## src/rtl/mult8_seq_pkg.sv

```systemverilog
// mult8_seq_pkg: shared types and constants for the 8x8 sequential multiplier.
// Holds the FSM state enum, phase width, phase->shift table and phase->half select.
package mult8_seq_pkg;

  typedef enum logic [1:0] {
    IDLE = 2'd0,
    CALC = 2'd1,
    DONE = 2'd2
  } state_t;

  localparam int PHASE_W = 2;
  localparam int SHIFT_W = 4;

  // Partial-product order ll, lh, hl, hh.
  localparam logic [SHIFT_W-1:0] SHIFT_TBL [4] = '{
    4'd0, 4'd4, 4'd4, 4'd8
  };

  typedef struct packed {
    logic a_hi;
    logic b_hi;
  } half_sel_t;

  // Phase bit 1 picks the high half of a, bit 0 the high half of b.
  function automatic half_sel_t phase_half(
    input logic [PHASE_W-1:0] ph
  );
    half_sel_t s;
    s.a_hi = ph[1];
    s.b_hi = ph[0];
    return s;
  endfunction

endpackage

```

## src/rtl/mult8_seq_operand_mux.sv

```systemverilog
// mult8_seq_operand_mux: selects operand halves and accumulate shift per phase.
// Ports: en, phase, a_r, b_r in; sub_a, sub_b, shift out (all zero when en=0).
module mult8_seq_operand_mux
  import mult8_seq_pkg::*;
#(
  parameter int OPERAND_W = 8,
  parameter int PART_W    = 4
) (
  input  logic                 en,
  input  logic [PHASE_W-1:0]   phase,
  input  logic [OPERAND_W-1:0] a_r,
  input  logic [OPERAND_W-1:0] b_r,
  output logic [PART_W-1:0]    sub_a,
  output logic [PART_W-1:0]    sub_b,
  output logic [SHIFT_W-1:0]   shift
);

  half_sel_t sel;

  always_comb begin
    sel   = phase_half(phase);
    sub_a = '0;
    sub_b = '0;
    shift = '0;
    if (en) begin
      sub_a = sel.a_hi ? a_r[OPERAND_W-1:PART_W]
                       : a_r[PART_W-1:0];
      sub_b = sel.b_hi ? b_r[OPERAND_W-1:PART_W]
                       : b_r[PART_W-1:0];
      shift = SHIFT_TBL[phase];
    end
  end

endmodule

```

## src/rtl/mult8_seq_sched.sv

```systemverilog
// mult8_seq_sched: 8x8 multiplier sharing one external 4x4 core over 4 phases.
// Ports: clk, rst (async high), in_valid/in_ready/a/b, out_valid/out_ready/p,
// busy, sub_a/sub_b to the core, sub_p from the core.
// Optional MULT8_SEQ_SCHED_CHECK_EN adds mismatch and err_cnt outputs.
module mult8_seq_sched
  import mult8_seq_pkg::*;
#(
  parameter int OPERAND_W = 8,
  parameter int PART_W    = 4
) (
  input  logic                   clk,
  input  logic                   rst,
  input  logic                   in_valid,
  output logic                   in_ready,
  input  logic [OPERAND_W-1:0]   a,
  input  logic [OPERAND_W-1:0]   b,
  output logic                   out_valid,
  input  logic                   out_ready,
  output logic [2*OPERAND_W-1:0] p,
  output logic                   busy,
  output logic [PART_W-1:0]      sub_a,
  output logic [PART_W-1:0]      sub_b,
  input  logic [2*PART_W-1:0]    sub_p
`ifdef MULT8_SEQ_SCHED_CHECK_EN
  ,
  output logic                   mismatch,
  output logic [7:0]             err_cnt
`endif
);

  localparam int P_W = 2 * OPERAND_W;

  state_t               state_q;
  state_t               state_d;
  logic [PHASE_W-1:0]   phase_q;
  logic [OPERAND_W-1:0] a_r;
  logic [OPERAND_W-1:0] b_r;
  logic [P_W-1:0]       acc;
  logic [P_W-1:0]       acc_nxt;
  logic [SHIFT_W-1:0]   shift;
  logic                 accept;
  logic                 calc_en;
  logic                 last;

  mult8_seq_operand_mux #(
    .OPERAND_W (OPERAND_W),
    .PART_W    (PART_W)
  ) u_mux (
    .en    (calc_en),
    .phase (phase_q),
    .a_r   (a_r),
    .b_r   (b_r),
    .sub_a (sub_a),
    .sub_b (sub_b),
    .shift (shift)
  );

  // Wraps modulo 2^P_W for cores that are not exact.
  assign acc_nxt = acc + (P_W'(sub_p) << shift);

  always_ff @(posedge clk or posedge rst) begin
    if (rst) state_q <= IDLE;
    else     state_q <= state_d;
  end

  always_comb begin
    state_d   = state_q;
    in_ready  = 1'b0;
    out_valid = 1'b0;
    busy      = 1'b0;
    accept    = 1'b0;
    calc_en   = 1'b0;
    last      = 1'b0;
    unique case (state_q)
      IDLE: begin
        in_ready = 1'b1;
        if (in_valid) begin
          accept  = 1'b1;
          state_d = CALC;
        end
      end
      CALC: begin
        busy    = 1'b1;
        calc_en = 1'b1;
        if (&phase_q) begin
          last    = 1'b1;
          state_d = DONE;
        end
      end
      DONE: begin
        busy      = 1'b1;
        out_valid = 1'b1;
        if (out_ready) state_d = IDLE;
      end
      default: state_d = IDLE;
    endcase
  end

  always_ff @(posedge clk or posedge rst) begin
    if (rst) begin
      a_r     <= '0;
      b_r     <= '0;
      acc     <= '0;
      phase_q <= '0;
      p       <= '0;
    end else begin
      if (accept) begin
        a_r     <= a;
        b_r     <= b;
        acc     <= '0;
        phase_q <= '0;
      end
      if (calc_en) begin
        acc     <= acc_nxt;
        phase_q <= phase_q + PHASE_W'(1);
      end
      if (last) p <= acc_nxt;
    end
  end

`ifdef MULT8_SEQ_SCHED_CHECK_EN
  logic [P_W-1:0] exact_p;

  assign exact_p  = P_W'(a_r) * P_W'(b_r);
  assign mismatch = (state_q == DONE) && (p != exact_p);

  // Counted on the DONE entry edge so each product counts once.
  always_ff @(posedge clk or posedge rst) begin
    if (rst) begin
      err_cnt <= '0;
    end else if (last && (acc_nxt != exact_p)
                 && (err_cnt != 8'hFF)) begin
      err_cnt <= err_cnt + 8'd1;
    end
  end
`endif

endmodule

```

## config.mk

```make
export PLATFORM = sky130hd
export DESIGN_NAME = mult8_seq_sched
export DESIGN_NICKNAME = d
export VERILOG_FILES = /design/src/rtl/mult8_seq_pkg.sv /design/src/rtl/mult8_seq_operand_mux.sv /design/src/rtl/mult8_seq_sched.sv
export SDC_FILE = /design/constraint.sdc
export NUM_CORES = 1
export LEC_CHECK = 0
export ABC_CLOCK_PERIOD_IN_PS = 7690
export CORE_MARGIN = 2
export CORE_UTILIZATION = 52
export DETAILED_ROUTE_END_ITERATION = 6
export PLACE_DENSITY = 0.78
export SLEW_MARGIN = 20
export SYNTH_ARGS = -nofsm -noshare
export SYNTH_HDL_FRONTEND = slang
export SYNTH_SLANG_ARGS = --single-unit
```

## constraint.sdc

```tcl
create_clock -name clk -period 7.69 [get_ports clk]
set_clock_uncertainty 0.05 [all_clocks]
set_input_delay 0.769 -clock clk [delete_from_list [all_inputs] [get_ports clk]]
set_output_delay 0.769 -clock clk [all_outputs]
set_load 0.03 [all_outputs]
```

==> results of run 1 <==
==> placed cells by master, fill, tap and decap left out, types with 5 or more instances in the layout <==
cell and instances:
nor2_1 28, mux2_2 20, a21oi_1 15, clkbuf_8 6
mux2i_1 10, ha_1 19, a21o_1 10, and2_1 5
and3_1 7, o21ai_0 20, nor2b_1 5, nand3_1 13
clkdlybuf4s50_1 54, inv_1 10, dfrtp_1 52, nand2_1 49
a31oi_1 11
==> layout make-up <==
cell class                      count  area, sq um
Fill cell                         522         2245
Sequential cell                    52         1301
Multi-Input combinational cell    281         1916
Timing Repair Buffer               56        555.5
Tap cell                           77        96.34
Clock buffer                        6        82.58
Clock inverter                      2        38.79
Inverter                           11        42.54
==> worst reg2reg max path: cells and delay by family (launching register included) <==
kind,cells,cell delay (ps)
buf+inv,3,920
compound gates,6,1690
fa+ha+maj,2,860
flops,1,410
==> layer usage <==
layer  vias up  part of all wire [%]
met5         -                     0
li1       1408                     -
met2       111                    48
met3        15                   5.7
met1      1424                    44
met4         0                   1.8
==> cell families (layout without fill, tap and decap cells) <==
logic type	after synthesis	after routing	synth area share [%]
AOI/OAI and AO/OA	94	94	19.33
xor gates and xnor gates	8	8	2.093
adders and majority gates	20	20	7.701
buffers and inverters	33	75	3.963
DFF	52	52	38.88
muxes	30	30	9.720
and+or+nand+nor	129	129	18.32
==> report_power, final <==
group	internal, mW	leakage (nW)	switching [mW]
clock	0.107	0.0614	0.0970
combinational	0.448	1.09	0.660
sequential	0.398	0.643	0.0767
total	0.952	1.79	0.833
==> worst paths after layout <==
| kind | startpoint | endpoint | slack (ps) |
|---|---|---|---|
| min | p[1]$_DFFE_PP0P_ | p[1]$_DFFE_PP0P_ | 430 |
| max reg2reg | state_q[1]$_DFFE_PP0P_ | acc[8]$_DFFE_PP0P_ | 3670 |
| min reg2reg | p[1]$_DFFE_PP0P_ | p[1]$_DFFE_PP0P_ | 430 |
| max in group asynchronous | rst | p[9]$_DFFE_PP0P_ | 6170 |
| min in group asynchronous | rst | a_r[1]$_DFFE_PP0P_ | 870 |
| max | state_q[1]$_DFFE_PP0P_ | acc[8]$_DFFE_PP0P_ | 3670 |
==> per-stage QoR <==
step           instances  util [%]  hold slack (ps)
2_1_floorplan        366         -            425.6
5_1_grt              485     64.24            473.6
6_report             485     64.24            434.9
3_5_place_dp         477     62.29            416.1
3_3_place_gp         477     62.25            410.1
4_1_cts              485     64.22            441.8
==> state kept, by name, indices dropped and copies added (netlist names) <==
name     flops
phase_q      2
a_r          8
acc         16
b_r          8
state_q      2
p           16
==> impl_metrics.ini, run 1 <==
[synthesis]
synth_seq_cells = 52
ys_top_cells_by_area = dfrtp_1, ha_1, mux2_2, nand2_1, nor2_1
syn-mean-instance-area_sq_um = 9.145
yosysSeqAreaShare_pct = 38.88
synth_common_cells = dfrtp_1, nand2_1, nor2_1
synth_edf_count = 0
synth_top_area_cell = dfrtp_1
ys_types = 57
netlist_instances = 366
post-synth-top-count-cell = dfrtp_1
synth_flop_cell = dfrtp_1
syn_area_sq_um = 3347
yosysWarnings = 0
syn-num-nets = 414
synthArstFlopShare_pct = 100.0
synth_top_area_share_pct = 38.88

[floorplanning]
die_w_um = 84.23
die_y_um = 84.23
start_util_pct = 53.32
ioPinCount = 55
num_rows = 29
coreArea_sq_um = 6277
die_area_sq_um = 7094

[place]
io_buffers = 54
place.gp.congestion = 0.8497
postPlaceCellArea_sq_um = 3910
pre_cts_ws_ps = 3731
hpwl_um = 5696

[global_route]
antenna_found_initial = 0
grt_max_degree = 53
grtUsageMet1_pct = 31.08
met2_usage_pct = 40.40
grt.overflow.total = 0
busiest_layer = met2
grtUsageMet3_pct = 3.933
grt_pass1_vias = 2924
grt_pass1_wl_um = 13750
grt_usage_pct = 23.78

[detailed_routing]
dr.first_iter.drc_count = 278
antenna_left = 0
num_vias = 2958
drc = 0
routedWlPerCell_um = 16.69
routed_wirelength_um = 8096
post_drt_via_cell_ratio = 6.099
firstDrtPassIters = 5

[cells_and_area]
syn2layout_area_growth_pct = 20.49
nets = 455
diodes = 0
final_layout_size_suffix_gt1_share_pct = 9.804
design_area_sq_um = 4033

[clock_tree]
cts_sinks = 52
clkTransAtPathRegs_ps = 100
cts_root_buf = clkbuf_8
clk_latency_ps = 320
cts_tree = built
postCtsSetupBuffers = 0
cts_made_buffers = 5
htree_levels = 2
cts_hold_buf = 0
cts-resized-gates = 0
clk_path_buf_depth = 2

[worst_setup_path]
critical_path_class = reg2reg
startpoint_type = flip-flop
crit_family = compound AO/OA/AOI/OAI gates
critical_path.max_stage_delay_ps = 480
cp_max_fo = 34
reg2reg_depth = 11
end_kind = flip-flop
cp.arrival_ps = 4180
path_buf_inv = 3
critPathRequiredTime_ps = 7850
slowest_stage = ha_1
crit_path_cell_trace = inv_1 > ha_1 > buf_4 > inv_1 > o2bb2ai_1 > ha_1 > a21o_1 > a311o_2 > a211o_1 > a21o_1 > a31o_1
cp.depth = 11

[job]
maxCapViolations = 0

[pwr]
ir_drop_v = 0.0002791
power_density_nw_per_um2 = 442.8
p_leak_nw = 1.795
total_power_mw = 1.786

[status]
status = complete, no violations

[timing]
setup_viol = 0
slew-limit-headroom_pct = 33.53
fmax_ghz = 0.2485
slew_violations = 0
fin_crit_ps = 4023
grt_setup_unrepaired = no
tightest_slew_ps = 995.9
layout_setup_ws_ps = 3667
setup_tns_ps = 0
finalCritPeriodShare_pct = 52.32
finalHoldViolations = 0

[min_path]
hold_depth = 2
hold_class = reg2reg
(Power assumes the default switching activity.)
==> inputs of run 2 (changes only) <==
--- a/config.mk
+++ b/config.mk
@@ -5,7 +5,7 @@
 export SDC_FILE = /design/constraint.sdc
 export NUM_CORES = 1
 export LEC_CHECK = 0
-export ABC_CLOCK_PERIOD_IN_PS = 7690
+export ABC_CLOCK_PERIOD_IN_PS = 3800
 export CORE_MARGIN = 2
 export CORE_UTILIZATION = 52
 export DETAILED_ROUTE_END_ITERATION = 6
==> constraint.sdc (replaced) <==
create_clock -name clk -period 3.8 [get_ports clk]
set_clock_uncertainty 0.05 [all_clocks]
set_input_delay 0.38 -clock clk [delete_from_list [all_inputs] [get_ports clk]]
set_output_delay 0.38 -clock clk [all_outputs]
set_load 0.03 [all_outputs]
==> run 2 against run 1 <==
Total power increased by 98%. Clock-buffer cell count down 1. Combinational power rose by 100%. Worst setup slack got worse by 3300 ps. Non-clock buffer count rose by 8. First-iteration DRC count grew 21%. Sequential power is 100% higher. Maximum frequency grew 18%. Global-route usage decreased by 0.88 points. Critical path depth is the same. Sequential share of layout area decreased by 0.17 points.
==> impl_metrics.ini, run 2 (same netlist as run 1, synthesis figures left out) <==
[timing]
slew_violations = 0
slew-limit-headroom_pct = 41.89
tightest_slew_ps = 870.6
finalHoldViolations = 0
setup_viol = 0
setup_tns_ps = 0
fmax_ghz = 0.2935
finalCritPeriodShare_pct = 89.67
grt_setup_unrepaired = no
layout_setup_ws_ps = 392.6
fin_crit_ps = 3407

[detailed_routing]
firstDrtPassIters = 5
routed_wirelength_um = 7746
dr.first_iter.drc_count = 337
num_vias = 2919
post_drt_via_cell_ratio = 5.933
wl_met2_um = 3577
routed.top_layer = met4
m1WireLength_um = 3512
route.met3.wl_um = 510
drc = 0
antenna_left = 0
routedWlPerCell_um = 15.74

[clock_tree]
clk_path_buf_depth = 2
cts_made_buffers = 5
clk_latency_ps = 310
clkTransAtPathRegs_ps = 100
cts_root_buf = clkbuf_8
cts_tree = built
cts-resized-gates = 0
htree_levels = 2
postCtsSetupBuffers = 0
cts_hold_buf = 0
cts_sinks = 52

[global_route]
grt_pass1_wl_um = 13330
grt_usage_pct = 22.90
antenna_found_initial = 0
grt_max_degree = 53
grt_pass1_vias = 2896
grt.overflow.total = 0

[place]
hpwl_um = 5659
postPlaceCellArea_sq_um = 3968
io_buffers = 54
place.gp.congestion = 1.001
place_inst = 485
pre_cts_ws_ps = 456.1

[min_path]
hold_depth = 2
hold_class = reg2reg

[cells_and_area]
diodes = 0
instances_no_fill = 492
final.fill_count = 530
design_area_sq_um = 4054
reg.largest.list = acc: 16 flops, p: 16 flops
syn2layout_area_growth_pct = 21.12
layout_commonest_cell = clkdlybuf4s50_1
mostFrequentLayoutCells = clkdlybuf4s50_1, dfrtp_1, nand2_1
final_layout_size_suffix_gt1_share_pct = 11.08
nets = 463

[job]
maxCapViolations = 0

[worst_setup_path]
slowest_stage = or4_1
cp.depth = 11
rr_endpoint = acc[14]$_DFFE_PP0P_
critical_path_class = reg2reg
critPathRequiredTime_ps = 4010
startpoint = phase_q[0]$_DFFE_PP0P_
end_kind = flip-flop
startpoint_type = flip-flop
reg2reg_from = phase_q[0]$_DFFE_PP0P_
crit_family = simple AND/OR/NAND/NOR gates
crit_path_frequent_cell = ha_1
cp_max_fo = 15
reg2reg_depth = 11
crit_path_cell_trace = ha_1 > buf_4 > nor2b_1 > a22oi_1 > nor2_1 > ha_1 > a21oi_2 > o21ai_0 > a221o_1 > or4_1 > nand3_1
cp.arrival_ps = 3610
reg2reg_slack_ps = 390
path_buf_inv = 1
crit_end = acc[14]$_DFFE_PP0P_
critical_path.max_stage_delay_ps = 520

[pwr]
combPwrFrac_pct = 63.7
power_frac_clock_pct = 9.2
power_density_nw_per_um2 = 874.2
total_power_mw = 3.544
ir_drop_v = 0.0005144
power.switching_mw = 1.670
power.internal_mw = 1.873
swShare_pct = 47.14
p_leak_nw = 1.812
p_seq_share_pct = 27.1

[floorplanning]
die_y_um = 84.23
ioPinCount = 55
start_util_pct = 53.32
die_area_sq_um = 7094
coreArea_sq_um = 6277
num_rows = 29
die_w_um = 84.23

[status]
status = complete, no violations
run 2: cell types whose count changed in the layout (fill, tap and decap cells not counted), sizes merged:
cell | previous run | this run
inv | 10 | 11
clkinv | 2 | 1
clkbuf | 6 | 5
clkinvlp | 0 | 1
bufinv | 1 | 0
buf | 2 | 10
run 2: how the worst min path moves through the flow:
stage                  startpoint            endpoint  slack (ps)
2_1_floorplan  acc[7]$_DFFE_PP0P_  acc[7]$_DFFE_PP0P_         430
3_5_place_dp     p[4]$_DFFE_PP0P_    p[4]$_DFFE_PP0P_         410
3_3_place_gp     p[4]$_DFFE_PP0P_    p[4]$_DFFE_PP0P_         410
6_report         p[5]$_DFFE_PP0P_    p[5]$_DFFE_PP0P_         430
4_1_cts          p[4]$_DFFE_PP0P_    p[4]$_DFFE_PP0P_         430
5_1_grt          p[2]$_DFFE_PP0P_    p[2]$_DFFE_PP0P_         480
run 2: tightest hold or removal path, delay by kind of cell, from the launching register on:
family           cells  cell delay (ps)
flip-flops           1              350
AND/OR/NAND/NOR      2              100
run 2: final cells by class:
cell class | instances | area [sq um] | area share, %
tap | 77 | 96.34 | 2.377
multi-input combinational | 281 | 1913 | 47.19
clock inverter | 2 | 16.27 | 0.4012
timing repair buffer | 64 | 615.6 | 15.19
inverter | 11 | 42.54 | 1.049
clock buffer | 5 | 68.82 | 1.698
sequential | 52 | 1301 | 32.10
run 2: power by group through the flow:
| stage | clock network, mW | registers, mW | logic [mW] |
|---|---|---|---|
| floorplan | 0 | 1.08 | 1.48 |
| global placement | 0 | 0.964 | 2.19 |
| detailed placement | 0 | 0.975 | 2.23 |
| CTS | 0.334 | 0.964 | 2.25 |
| global route | 0.358 | 0.997 | 2.47 |
| finish | 0.325 | 0.962 | 2.26 |
run 2: metrics by stage:
step	util, %	hold slack [ps]
final	64.58	429.4
after global routing	64.58	482.2
after CTS	64.56	434.5
after detailed placement	63.21	411.6
after global placement	63.21	408.6
after floorplan	-	425.6
run 2: layer usage:
metal	up-vias	track usage, %
met5	-	0
met4	0	8.065
met3	19	4.916
met2	120	36.58
met1	1361	30.90
li1	1419	-
==> inputs of run 3 (changes only) <==
--- a/config.mk
+++ b/config.mk
@@ -5,7 +5,7 @@
 export SDC_FILE = /design/constraint.sdc
 export NUM_CORES = 1
 export LEC_CHECK = 0
-export ABC_CLOCK_PERIOD_IN_PS = 3800
+export ABC_CLOCK_PERIOD_IN_PS = 4400
 export CORE_MARGIN = 2
 export CORE_UTILIZATION = 52
 export DETAILED_ROUTE_END_ITERATION = 6
==> constraint.sdc (replaced) <==
create_clock -name clk -period 4.4 [get_ports clk]
set_clock_uncertainty 0.05 [all_clocks]
set_input_delay 0.44 -clock clk [delete_from_list [all_inputs] [get_ports clk]]
set_output_delay 0.44 -clock clk [all_outputs]
set_load 0.03 [all_outputs]
==> run 3 against run 2 <==
Via count is 0.21% lower. Utilization is 0.18 points higher. Hold slack better by 8.4 ps. Highest routed layer unchanged. Total power is 12% lower. Largest power group unchanged. Register-to-register slack better by 430 ps.
==> impl_metrics.ini, run 3 (same netlist as run 1, synthesis figures left out) <==
[clock_tree]
cts_sinks = 52
cts_root_buf = clkbuf_8
clk_path_buf_depth = 2
cts_made_buffers = 5
cts_tree = built
cts-resized-gates = 0
htree_levels = 2
clk_latency_ps = 310
clkTransAtPathRegs_ps = 110
postCtsSetupBuffers = 0
cts_hold_buf = 0

[cells_and_area]
final.fill_count = 554
instances_no_fill = 490
nets = 460
diodes = 0
multi_input_area_sq_um = 1913
reg.largest.list = acc: 16 flops, p: 16 flops
layout_commonest_cell = clkdlybuf4s50_1
syn2layout_area_growth_pct = 21.46
seq_area_sq_um = 1301
mostFrequentLayoutCells = clkdlybuf4s50_1, dfrtp_1, nand2_1
design_area_sq_um = 4065
final_layout_size_suffix_gt1_share_pct = 10.65

[global_route]
antenna_found_initial = 0
grt_pass1_vias = 2836
grt.overflow.total = 0
grt_usage_pct = 22.84
grt_pass1_wl_um = 13250
grt_max_degree = 53

[worst_setup_path]
end_kind = flip-flop
startpoint_type = flip-flop
cp.arrival_ps = 3740
critPathRequiredTime_ps = 4560
cp_max_fo = 16
slowest_stage = dfrtp_1
critical_path.max_stage_delay_ps = 500
crit_path_cell_trace = ha_1 > buf_4 > o21ai_0 > and2_1 > ha_1 > fa_1 > a21o_1 > a311o_2 > a211o_1 > a21o_1 > a31o_1
critical_path_class = reg2reg

[detailed_routing]
num_vias = 2913
dr.first_iter.drc_count = 223
routedWlPerCell_um = 16.01
drc = 0
antenna_left = 0
post_drt_via_cell_ratio = 5.945
routed_wirelength_um = 7847
firstDrtPassIters = 5

[floorplanning]
ioPinCount = 55
start_util_pct = 53.32
num_rows = 29
coreArea_sq_um = 6277
die_w_um = 84.23
die_area_sq_um = 7094
die_y_um = 84.23

[min_path]
hold_class = reg2reg

[status]
status = complete, no violations

[place]
postPlaceCellArea_sq_um = 3945
io_buffers = 54
hpwl_um = 5717
place.gp.congestion = 0.9036
pre_cts_ws_ps = 847.5
place_inst = 482

[timing]
slew_violations = 0
setup_tns_ps = 0
finalCritPeriodShare_pct = 81.33
setup_viol = 0
finalHoldViolations = 0
fmax_ghz = 0.2795
layout_setup_ws_ps = 821.6
fin_crit_ps = 3578
slew-limit-headroom_pct = 40.07
tightest_slew_ps = 897.9
grt_setup_unrepaired = no

[job]
maxCapViolations = 0

[pwr]
ir_drop_v = 0.0005864
p_leak_nw = 1.818
power_density_nw_per_um2 = 771.2
-- run 3: final timing paths --
| path | start | end | slack (ps) | cells after the start |
|---|---|---|---|---|
| min in group asynchronous | rst | p[6]$_DFFE_PP0P_ | 560 | 2 |
| worst max register to register | phase_q[0]$_DFFE_PP0P_ | acc[8]$_DFFE_PP0P_ | 820 | 11 |
| max in group asynchronous | rst | p[14]$_DFFE_PP0P_ | 3210 | 2 |
| worst min-delay path | p[3]$_DFFE_PP0P_ | p[3]$_DFFE_PP0P_ | 440 | 2 |
| worst min register to register | p[3]$_DFFE_PP0P_ | p[3]$_DFFE_PP0P_ | 440 | 2 |
| worst max-delay path | phase_q[0]$_DFFE_PP0P_ | acc[8]$_DFFE_PP0P_ | 820 | 11 |
-- run 3: worst max-delay path: cells and delay by family (launching register included) --
kind / cells / cell delay [ps]
AOI/OAI and AO/OA: 6 / 1550
buffers and inverters: 1 / 190
DFF: 1 / 500
and+or+nand+nor: 1 / 220
adders and majority gates: 3 / 960
-- run 3: metal layers --
layer  track usage [%]  vias to the layer above  share of wire (%)
met3             4.326                       11                6.4
met1             31.22                     1383                 44
met4             7.331                        0                1.7
met2             36.87                      105                 48
met5                 0                        -                  0
li1                  -                     1414                  -
-- run 3: layout make-up --
cell class | instances | area share, %
Multi-Input combinational cell | 281 | 47.06
Sequential cell | 52 | 32.01
Timing Repair Buffer | 61 | 14.59
Tap cell | 77 | 2.370
Clock buffer | 5 | 1.693
Clock inverter | 3 | 1.231
Inverter | 11 | 1.046
-- run 3: where the power goes --
part / internal [mW] / switching (mW) / total (mW)
clock network: 0.176 / 0.183 / 0.359
registers: 0.695 / 0.133 / 0.829
logic: 0.800 / 1.15 / 1.95
-- run 3: metrics by stage --
step           util [%]  power (mW)  hold WS, ps
6_report          64.76       3.135        437.8
5_1_grt           64.76       3.378        462.2
2_1_floorplan         -       2.215        425.6
4_1_cts           64.74       3.139        442.2
3_5_place_dp      62.85       2.776        416.1
3_3_place_gp      62.85       2.730        412.7
